File: src/rtl/cpu65_pkg.sv
// cpu65 bus arbiter shared types and constants.
// State encoding, counter width and output reset values.
package cpu65_pkg;

    typedef enum logic [2:0] {
        IDLE  = 3'd0,
        STALL = 3'd1,
        GRANT = 3'd2,
        TURN  = 3'd3,
        COOL  = 3'd4
    } arb_state_e;

    localparam int CNT_W = 16;

    localparam logic RDY_RST = 1'b1;
    localparam logic AEC_RST = 1'b1;

endpackage

File: src/rtl/cpu65_arb_sat_cnt.sv
// Saturating up-counter with synchronous clear.
// Clear wins over increment; the count holds at all-ones.
module cpu65_arb_sat_cnt #(
    parameter int W = 16
) (
    input  logic         clk_i,
    input  logic         rst_n,
    input  logic         i_clr,
    input  logic         i_inc,
    output logic [W-1:0] o_cnt
);

    logic [W-1:0] r_cnt;

    // Count register: clear, else increment unless saturated
    always_ff @(posedge clk_i or negedge rst_n) begin
        if (!rst_n) begin
            r_cnt <= '0;
        end else if (i_clr) begin
            r_cnt <= '0;
        end else if (i_inc && (r_cnt != {W{1'b1}})) begin
            r_cnt <= r_cnt + W'(1);
        end
    end

    assign o_cnt = r_cnt;

endmodule

File: src/rtl/cpu65_bus_arbiter.sv
// Shares the cpu65 bus between the CPU and one secondary master.
// Optional perf counters: define CPU65_ARB_PERF_EN.
module cpu65_bus_arbiter
    import cpu65_pkg::*;
#(
    parameter int MAX_BURST  = 64,
    parameter int CPU_MIN    = 4,
    parameter int STALL_WAIT = 3
) (
    input  logic        clk_i,
    input  logic        rst_n,
    input  logic        cpu_rwn,
    input  logic        dma_req,
    input  logic        dma_last,
    output logic        rdy,
    output logic        aec,
    output logic        dma_gnt,
    output logic        busy,
    output logic        stall_timeout
`ifdef CPU65_ARB_PERF_EN
    ,
    output logic [31:0] perf_grant_cycles,
    output logic [31:0] perf_stall_cycles
`endif
);

    localparam logic [CNT_W-1:0] BURST_LAST =
        CNT_W'(MAX_BURST - 1);
    localparam logic [CNT_W-1:0] COOL_LAST =
        CNT_W'((CPU_MIN > 0) ? CPU_MIN - 1 : 0);
    localparam logic [CNT_W-1:0] STALL_LIM =
        CNT_W'(STALL_WAIT);

    arb_state_e r_state;
    arb_state_e w_next;

    logic w_rdy;
    logic w_aec;
    logic w_gnt;
    logic w_busy;
    logic w_to;

    logic [CNT_W-1:0] w_burst;
    logic [CNT_W-1:0] w_cool;
    logic [CNT_W-1:0] w_stall;

    cpu65_arb_sat_cnt #(.W(CNT_W)) u_burst_cnt (
        .clk_i (clk_i),
        .rst_n (rst_n),
        .i_clr (r_state != GRANT),
        .i_inc (r_state == GRANT),
        .o_cnt (w_burst)
    );

    cpu65_arb_sat_cnt #(.W(CNT_W)) u_cool_cnt (
        .clk_i (clk_i),
        .rst_n (rst_n),
        .i_clr (r_state != COOL),
        .i_inc (r_state == COOL),
        .o_cnt (w_cool)
    );

    cpu65_arb_sat_cnt #(.W(CNT_W)) u_stall_cnt (
        .clk_i (clk_i),
        .rst_n (rst_n),
        .i_clr (r_state != STALL),
        .i_inc (r_state == STALL),
        .o_cnt (w_stall)
    );

`ifdef CPU65_ARB_PERF_EN
    cpu65_arb_sat_cnt #(.W(32)) u_perf_grant (
        .clk_i (clk_i),
        .rst_n (rst_n),
        .i_clr (1'b0),
        .i_inc (r_state == GRANT),
        .o_cnt (perf_grant_cycles)
    );

    cpu65_arb_sat_cnt #(.W(32)) u_perf_stall (
        .clk_i (clk_i),
        .rst_n (rst_n),
        .i_clr (1'b0),
        .i_inc (r_state == STALL),
        .o_cnt (perf_stall_cycles)
    );
`endif

    // Next state and next registered outputs
    always_comb begin
        w_next = r_state;
        w_to   = 1'b0;
        case (r_state)
            IDLE: begin
                if (dma_req) begin
                    w_next = STALL;
                end
            end
            STALL: begin
                if (!dma_req) begin
                    w_next = IDLE;
                end else if (cpu_rwn) begin
                    w_next = GRANT;
                end else if (w_stall == STALL_LIM) begin
                    w_to = 1'b1;
                end
            end
            GRANT: begin
                if (dma_last || !dma_req ||
                    (w_burst == BURST_LAST)) begin
                    w_next = TURN;
                end
            end
            TURN: begin
                w_next = (CPU_MIN == 0) ? IDLE : COOL;
            end
            COOL: begin
                if (w_cool == COOL_LAST) begin
                    w_next = IDLE;
                end
            end
            default: begin
                w_next = IDLE;
            end
        endcase
        w_gnt  = (w_next == GRANT);
        w_aec  = !w_gnt;
        w_rdy  = !((w_next == STALL) ||
                   (w_next == GRANT) ||
                   (w_next == TURN));
        w_busy = (w_next != IDLE);
    end

    // State and output registers
    always_ff @(posedge clk_i or negedge rst_n) begin
        if (!rst_n) begin
            r_state       <= IDLE;
            rdy           <= RDY_RST;
            aec           <= AEC_RST;
            dma_gnt       <= 1'b0;
            busy          <= 1'b0;
            stall_timeout <= 1'b0;
        end else begin
            r_state       <= w_next;
            rdy           <= w_rdy;
            aec           <= w_aec;
            dma_gnt       <= w_gnt;
            busy          <= w_busy;
            stall_timeout <= w_to;
        end
    end

endmodule

File: config.mk
export PLATFORM = sky130hd
export DESIGN_NAME = cpu65_bus_arbiter
export DESIGN_NICKNAME = d
export VERILOG_FILES = /design/src/rtl/cpu65_pkg.sv /design/src/rtl/cpu65_arb_sat_cnt.sv /design/src/rtl/cpu65_bus_arbiter.sv
export SDC_FILE = /design/constraint.sdc
export NUM_CORES = 1
export LEC_CHECK = 0
export ABC_AREA = 1
export BUFFER_PORTS_ARGS = -buffer_cell sky130_fd_sc_hd__buf_2
export CAP_MARGIN = 0
export CELL_PAD_IN_SITES_DETAIL_PLACEMENT = 0
export CELL_PAD_IN_SITES_GLOBAL_PLACEMENT = 2
export CORE_MARGIN = 2
export CORE_UTILIZATION = 33
export CTS_BUF_LIST = sky130_fd_sc_hd__clkbuf_4 sky130_fd_sc_hd__clkbuf_8 sky130_fd_sc_hd__clkbuf_16
export CTS_CLUSTER_DIAMETER = 200
export DETAILED_ROUTE_END_ITERATION = 8
export GPL_TIMING_DRIVEN = 0
export HOLD_SLACK_MARGIN = 0.12
export PLACE_DENSITY_LB_ADDON = 0.12
export SYNTH_ARGS = -nofsm -noshare
export SYNTH_HDL_FRONTEND = slang
export SYNTH_HIERARCHICAL = 1
export SYNTH_SLANG_ARGS = --single-unit
File: constraint.sdc
create_clock -name clk_i -period 1.55 [get_ports clk_i]
set_input_delay 0.155 -clock clk_i [delete_from_list [all_inputs] [get_ports clk_i]]
set_output_delay 0.155 -clock clk_i [all_outputs]
set_load 0.01 [all_outputs]
==> results of run 1 <==
[path summary, 6_finish.rpt]
path,end,depth (start not counted)
worst max register to register,u_cool_cnt/o_cnt[6]$_DFFE_PN0P_,10
max in group asynchronous,u_cool_cnt/o_cnt[4]$_DFFE_PN0P_,2
worst min-delay path,stall_timeout$_DFF_PN0_,4
min in group asynchronous,u_burst_cnt/o_cnt[15]$_DFFE_PN0P_,2
worst min register to register,u_cool_cnt/o_cnt[5]$_DFFE_PN0P_,2
worst max-delay path,u_cool_cnt/o_cnt[6]$_DFFE_PN0P_,10
[per-layer routing]
layer  GRT usage (%)  up-vias  share of wire [%]
met5               0        -                  0
met4           3.022        0               0.60
met2           28.13       27                 47
met1           24.34     1651                 49
li1                -     1765                  -
met3           2.750        6                2.8
[timing repair]
item,4_1_cts,5_1_grt
endpoints found under the setup margin,49,47
endpoints found under the hold margin,1,54
hold buffers,1,1
gates cloned,0,3
pin swaps,11,30
gates resized for setup,29,85
buffers inserted,19,30
[flip-flops by register name (all words and copies together), names as in the netlist]
register           count
u_stall_cnt/o_cnt     16
stall_timeout          1
dma_gnt                1
u_cool_cnt/o_cnt      16
aec                    1
rdy                    1
busy                   1
r_state                3
u_burst_cnt/o_cnt     16
[synthesized netlist by cell type]
cell type,count
inv_4,3
a21oi_1,4
o21ai_4,3
nor3_1,4
o21bai_1,6
o31ai_4,1
dfrtp_1,54
buf_1,3
nand4_1,28
nor2_2,1
xnor2_1,6
buf_12,3
nand2_2,6
nor3_4,1
inv_1,45
nand2_4,6
nand3_1,39
nor2_1,66
nor2_4,6
nand2_1,185
or2_2,3
ha_1,3
inv_2,6
buf_2,3
xor2_1,9
dfstp_2,2
o211ai_1,1
nor4_1,2
o21ai_0,13
[final cells by class]
cell class,count,area share (%)
well taps,140,3.696
inverters,54,4.752
plain buffers,9,2.534
repair buffers,63,11.35
clock buffers,7,1.901
clock inverters,1,0.1584
flip-flops and latches,56,30.10
multi-input cells,393,45.51
[cells by family after synthesis]
kind of cell	share of synthesized area [%]
and+or+nand+nor	42.88
buffers and inverters	8.155
DFF	38.61
AOI/OAI and AO/OA	5.712
xor gates and xnor gates	3.613
adders and majority gates	1.032
[stage by stage]
| step | util (%) | power (mW) | cell area (um2) |
|---|---|---|---|
| 3_3_place_gp | 35.79 | 3.018 | 3862 |
| 3_5_place_dp | 35.79 | 3.011 | 3862 |
| 2_1_floorplan | - | 2.574 | 3642 |
| 6_report | 43.91 | 4.702 | 4740 |
| 4_1_cts | 38.69 | 4.234 | 4175 |
| 5_1_grt | 43.91 | 4.987 | 4740 |
[placed cells by master, fill, tap and decap left out, types with 2 or more instances in the layout]
| cell | n |
|---|---|
| dfrtp_1 | 36 |
| buf_2 | 8 |
| nor2_2 | 8 |
| nor2_1 | 57 |
| nand2_2 | 27 |
| xor2_1 | 9 |
| nor3_4 | 2 |
| ha_4 | 2 |
| or2_2 | 3 |
| clkbuf_16 | 3 |
| nor4_1 | 2 |
| xnor2_1 | 6 |
| buf_6 | 8 |
| nor2_4 | 8 |
| buf_4 | 47 |
| nand2_1 | 153 |
| inv_2 | 10 |
| dlygate4sd3_1 | 2 |
| nor3_2 | 3 |
| o21bai_1 | 6 |
| dfstp_2 | 2 |
| nand2_4 | 17 |
| nand3_1 | 39 |
| dfrtp_2 | 18 |
| clkbuf_8 | 6 |
| o21ai_0 | 7 |
| buf_12 | 4 |
| o21ai_4 | 3 |
| inv_1 | 40 |
| nand4_1 | 28 |
| inv_8 | 2 |
| o21ai_1 | 6 |
| a21oi_1 | 4 |
[worst max-delay path, cell delays in order (launching register included)]
cell	delay [ns]
dfrtp_1	0.38
ha_2	0.22
nand2_4	0.08
nor2_4	0.13
nand2_4	0.08
o21ai_4	0.18
nand2_4	0.09
inv_6	0.09
clkbuf_16	0.14
nand2_1	0.04
nand2_1	0.05
[where the power goes]
part           leakage [nW]  switching, mW  total [mW]  internal, mW
Clock                0.0479          0.544       0.927         0.384
Sequential            0.741          0.103        1.68          1.58
Combinational          1.56           1.18        2.09         0.912
Total                  2.34           1.83        4.70          2.88
==> metrics.md, run 1 <==
| Metric | Value |
|---|---|
| Final total negative setup slack | 0 ns |
| Tcrit/Tclk final | 99.56% |
| Final setup viols | 0 |
| Number of diodes | 0 |
| Die Wd | 109.0 um |
| Multi-input gate area | 0.002157 mm2 |
| CTS tree | yes |
| Post-synthesis sequential area ratio | 38.61% |
| Unrepaired setup endpoints after global routing | yes |
| Hold_ws | 0.1425 ns |
| Post-route DRC | 0 |
| Type of origin of the critical path | flop |
| Number of hold violations in the final report | 0 |
| DP Worst Slack | -0.4181 ns |
| Worst setup EP type | flop |
| Worst setup margin | 0.006764 ns |
| Port buffer count | 9 |
| CTS buffer count | 5 |
| Worst Skew | 0.008571 ns |
| Routed Antenna Nets | 0 |
| Final WL | 10160 um |
| Critical hold path startpoint | cpu_rwn |
| Fraction of layout cells with a size suffix above 1 | 32.08% |
| Total track usage | 17.24% |
| Power Density | 992.1 mW/mm2 |
| Initial antenna violation count | 0 |
| Area Overhead vs Synth | 30.35% |
| Grt ovf | 0 |
| Max_slew headroom | 50.14% |
| CP required | 1.81 ns |
| R2R setup slack | 0.007 ns |
| TritonRoute pass-1 iters | 5 |
| Row cnt | 38 |
| Synth warn | 6 |
| Area of the die | 0.01187 mm2 |
| Post-synthesis cell count | 512 |
| Finished Layout Cells | 723 |
| Wire length of the first global-routing pass | 16080 um |
| H-tree Lvls | 2 |
| Placed cells | 661 |
| #FFs+latches synth | 56 |
| LEAKAGE | 2.344 nW |
| # fillers | 1120 |
| Fin nets | 590 |
| Initial Utilization | 33.69% |
| Peak VDD IR | 0.0003757 V |
| Vias in the first global route | 3202 |
| Clock-pin slew on the worst setup and hold paths | 0.11 ns |
| Syn nets | 520 |
| Core area | 0.01079 mm2 |
| Reg area | 0.001426 mm2 |
| Skew-Pair Late Insertion Delay | 0.32 ns |
| CTS Root Cell | clkbuf_8 |
| Die height | 109.0 um |
| Period minus WS final | 1.543 ns |
| First DRT Iteration DRCs | 164 |
| Synth area leader | dfrtp_1 |
| Average cell area after synthesis | 7.102 um2 |
| Ports | 10 |
| Setup CP Type | reg2reg |
| Slew @ Worst Pin | 0.7479 ns |
| Status | completed |
| Clock tree buffer depth | 2 |
| Distinct cells, synth | 29 |
| Area share of the largest cell type after synthesis | 37.16% |
| Dominant cells by area after synthesis | dfrtp_1, nand2_1, nor2_1 |
| Max-cap viol count | 0 |
| Achievable frequency | 648.0 MHz |
| Hold crit path type | in2reg |
| Syn Std Cell Area | 0.003636 mm2 |
| Crit Reg-Reg Startpoint | u_cool_cnt/o_cnt[0]$_DFFE_PN0P_ |
| Avg WL per Cell | 14.05 um |
| Routed vias | 3449 |
| Pin count of the biggest net entering global routing | 57 |
| DP Wirelength | 6640 um |
| Setup crit start | u_cool_cnt/o_cnt[0]$_DFFE_PN0P_ |
| Vias per inst | 4.770 |
| Worst EP arrival | 1.81 ns |
| Crit path max fanout | 5 |
| Final Slew Violations | 0 |
| Clk sinks | 56 |
| RD Place Congestion | 0.7781 |
No activity file was read; power rests on OpenSTA's default activity.
==> run 2, diff against run 1 <==
- CORE_ASPECT_RATIO: default -> 0.75
==> run 2 against run 1 <==
Effect of this change: global-route usage shrank 0.067 points; cell area grew 0.18%; die area about the same; utilization hardly changed; hold slack got worse by 0.0048 ns; sequential share of layout area is essentially flat; via count is 1.4% lower; critical path type unchanged; largest cell class unchanged; largest power group unchanged.
==> metrics.md, run 2 (synthesis gave the netlist of run 1 again) <==
| Metric | Value |
|---|---|
| Status | completed |
| CTS Root Cell | clkbuf_16 |
| Unrepaired setup endpoints after global routing | yes |
| Skew-Pair Late Insertion Delay | 0.30 ns (-0.02 ns) |
| Vias per inst | 4.765 (-0.12%) |
| Worst EP arrival | 1.77 ns (-0.04 ns) |
| LEAKAGE | 2.345 nW (about the same) |
| Max_slew headroom | 48.93% (-1.2 points) |
| Worst setup margin | 0.02008 ns (+0.01332 ns) |
| Commonest non-fill, non-tap cell in the layout | nand2_1 |
| CTS tree | yes |
| First DRT Iteration DRCs | 251 (+53%) |
| Initial Utilization | 33.61% (-0.078 points) |
| Placed cells | 661 (unchanged) |
| Ports | 10 (unchanged) |
| Total power | 4.915 mW (+4.5%) |
| Vias in the first global route | 3117 (-2.7%) |
| RD Place Congestion | 0.8280 (+6.4%) |
| Crit path max fanout | 6 (+1) |
| Tcrit/Tclk final | 98.70% (-0.86 points) |
| Port buffer count | 9 (unchanged) |
| Routed Antenna Nets | 0 (unchanged) |
| Die height | 94.91 um (-13%) |
| Slew @ Worst Pin | 0.7660 ns (+0.01809 ns) |
| Most frequent cells in the layout | nand2_1, nor2_1, buf_4 |
| Clock-pin slew on the worst setup and hold paths | 0.08 ns (-0.03 ns) |
| Clk sinks | 56 (unchanged) |
| Period minus WS final | 1.530 ns (-0.01332 ns) |
| Routed vias | 3402 (-1.4%) |
| H-tree Lvls | 2 (unchanged) |
| Die Wd | 125.2 um (+15%) |
| Multi-input gate area | 0.002187 mm2 (+1.4%) |
| Max-cap viol count | 0 (unchanged) |
| Number of diodes | 0 (unchanged) |
| Fin nets | 581 (-1.5%) |
| Number of hold violations in the final report | 0 (unchanged) |
| CP required | 1.79 ns (-0.02 ns) |
| Final setup viols | 0 (unchanged) |
| Area of the die | 0.01188 mm2 (about the same) |
| Worst Skew | 0.009668 ns (+0.001097 ns) |
| Wire length of the first global-routing pass | 16210 um (+0.81%) |
| Post-route DRC | 0 (unchanged) |
| Worst setup EP type | flop |
| DP Worst Slack | -0.3754 ns (+0.04266 ns) |
| DP Wirelength | 6827 um (+2.8%) |
| Reg area | 0.001429 mm2 (+0.18%) |
| Final total negative setup slack | 0 ns (unchanged) |
| CTS buffer count | 5 (unchanged) |
| # fillers | 1115 (-0.45%) |
| Core area | 0.01082 mm2 (+0.23%) |
| Grt ovf | 0 (unchanged) |
| Setup CP Type | reg2reg |
| Final Slew Violations | 0 (unchanged) |
| Area Overhead vs Synth | 30.59% |
| Power Density | 1035 mW/mm2 (+4.3%) |
| Type of origin of the critical path | flop |
| Clock tree buffer depth | 2 (unchanged) |
| Hold_ws | 0.1377 ns (-0.004818 ns) |
| Final WL | 10170 um (+0.15%) |
| Finished Layout Cells | 714 (-1.2%) |
| Total track usage | 17.18% (-0.067 points) |
| Avg WL per Cell | 14.25 um (+1.4%) |
| TritonRoute pass-1 iters | 4 (-1) |
| Pin count of the biggest net entering global routing | 57 (unchanged) |
| Initial antenna violation count | 0 (unchanged) |
| Row cnt | 33 (-13%) |
| Peak VDD IR | 0.0007100 V (+89%) |
| Fraction of layout cells with a size suffix above 1 | 33.10% (+1.0 points) |
| Achievable frequency | 653.6 MHz (+0.87%) |
| Hold crit path type | in2reg |
==> run 2: power by group <==
group	switching, mW	leakage [nW]	total, mW	internal (mW)
logic	1.17	1.53	2.08	0.902
registers	0.0765	0.737	1.65	1.58
clock network	0.578	0.0742	1.19	0.608
==> run 2: critical path: stages, from the launching register on <==
cell and delay, ns:
dfrtp_1 0.41, ha_4 0.17, nand2_4 0.07, nor2_4 0.12
nand2_4 0.08, o21ai_4 0.18, nand2_4 0.09, inv_8 0.09
clkbuf_16 0.16, nand2_2 0.04, nand2_1 0.05
==> run 2: layout make-up <==
cell class	instances	area share, %
sequential	56	30.09
multi-input combinational	393	46.06
clock buffer	5	2.635
timing repair buffer	54	9.776
tap	140	3.689
buffer	9	2.530
inverter	54	4.743
clock inverter	3	0.4743
==> run 2: worst paths after layout <==
check	slack (ns)	cells after the start	from	to
max in group asynchronous	0.52	2	rst_n	u_stall_cnt/o_cnt[7]$_DFFE_PN0P_
worst max-delay path	0.02	10	u_cool_cnt/o_cnt[1]$_DFFE_PN0P_	u_cool_cnt/o_cnt[4]$_DFFE_PN0P_
worst max register to register	0.02	10	u_cool_cnt/o_cnt[1]$_DFFE_PN0P_	u_cool_cnt/o_cnt[4]$_DFFE_PN0P_
worst min register to register	0.56	2	u_cool_cnt/o_cnt[13]$_DFFE_PN0P_	u_cool_cnt/o_cnt[13]$_DFFE_PN0P_
min in group asynchronous	0.47	2	rst_n	u_cool_cnt/o_cnt[15]$_DFFE_PN0P_
worst min-delay path	0.14	3	dma_req	stall_timeout$_DFF_PN0_
==> run 2: what timing repair did <==
action / CTS / global route
resized for setup: 31 / 95
buffers inserted: 15 / 25
hold buffers: 0 / 1
hold endpoints to repair: 0 / 54
pin swaps: 11 / 38
setup endpoints to repair: 46 / 47
gates cloned: 0 / 4
==> run 2: stage by stage <==
step | utilization [%] | instance area (um2)
2_1_floorplan | - | 3642
5_1_grt | 43.89 | 4748
3_5_place_dp | 35.70 | 3862
6_report | 43.89 | 4748
3_3_place_gp | 35.70 | 3862
4_1_cts | 38.82 | 4199
==> run 2: layer usage <==
metal	vias up	wire length, um	track usage, %
met5	-	0	0
met4	0	77	3.333
met3	7	411	2.776
met2	48	4160	25.27
met1	1588	5522	26.43
li1	1759	-	-
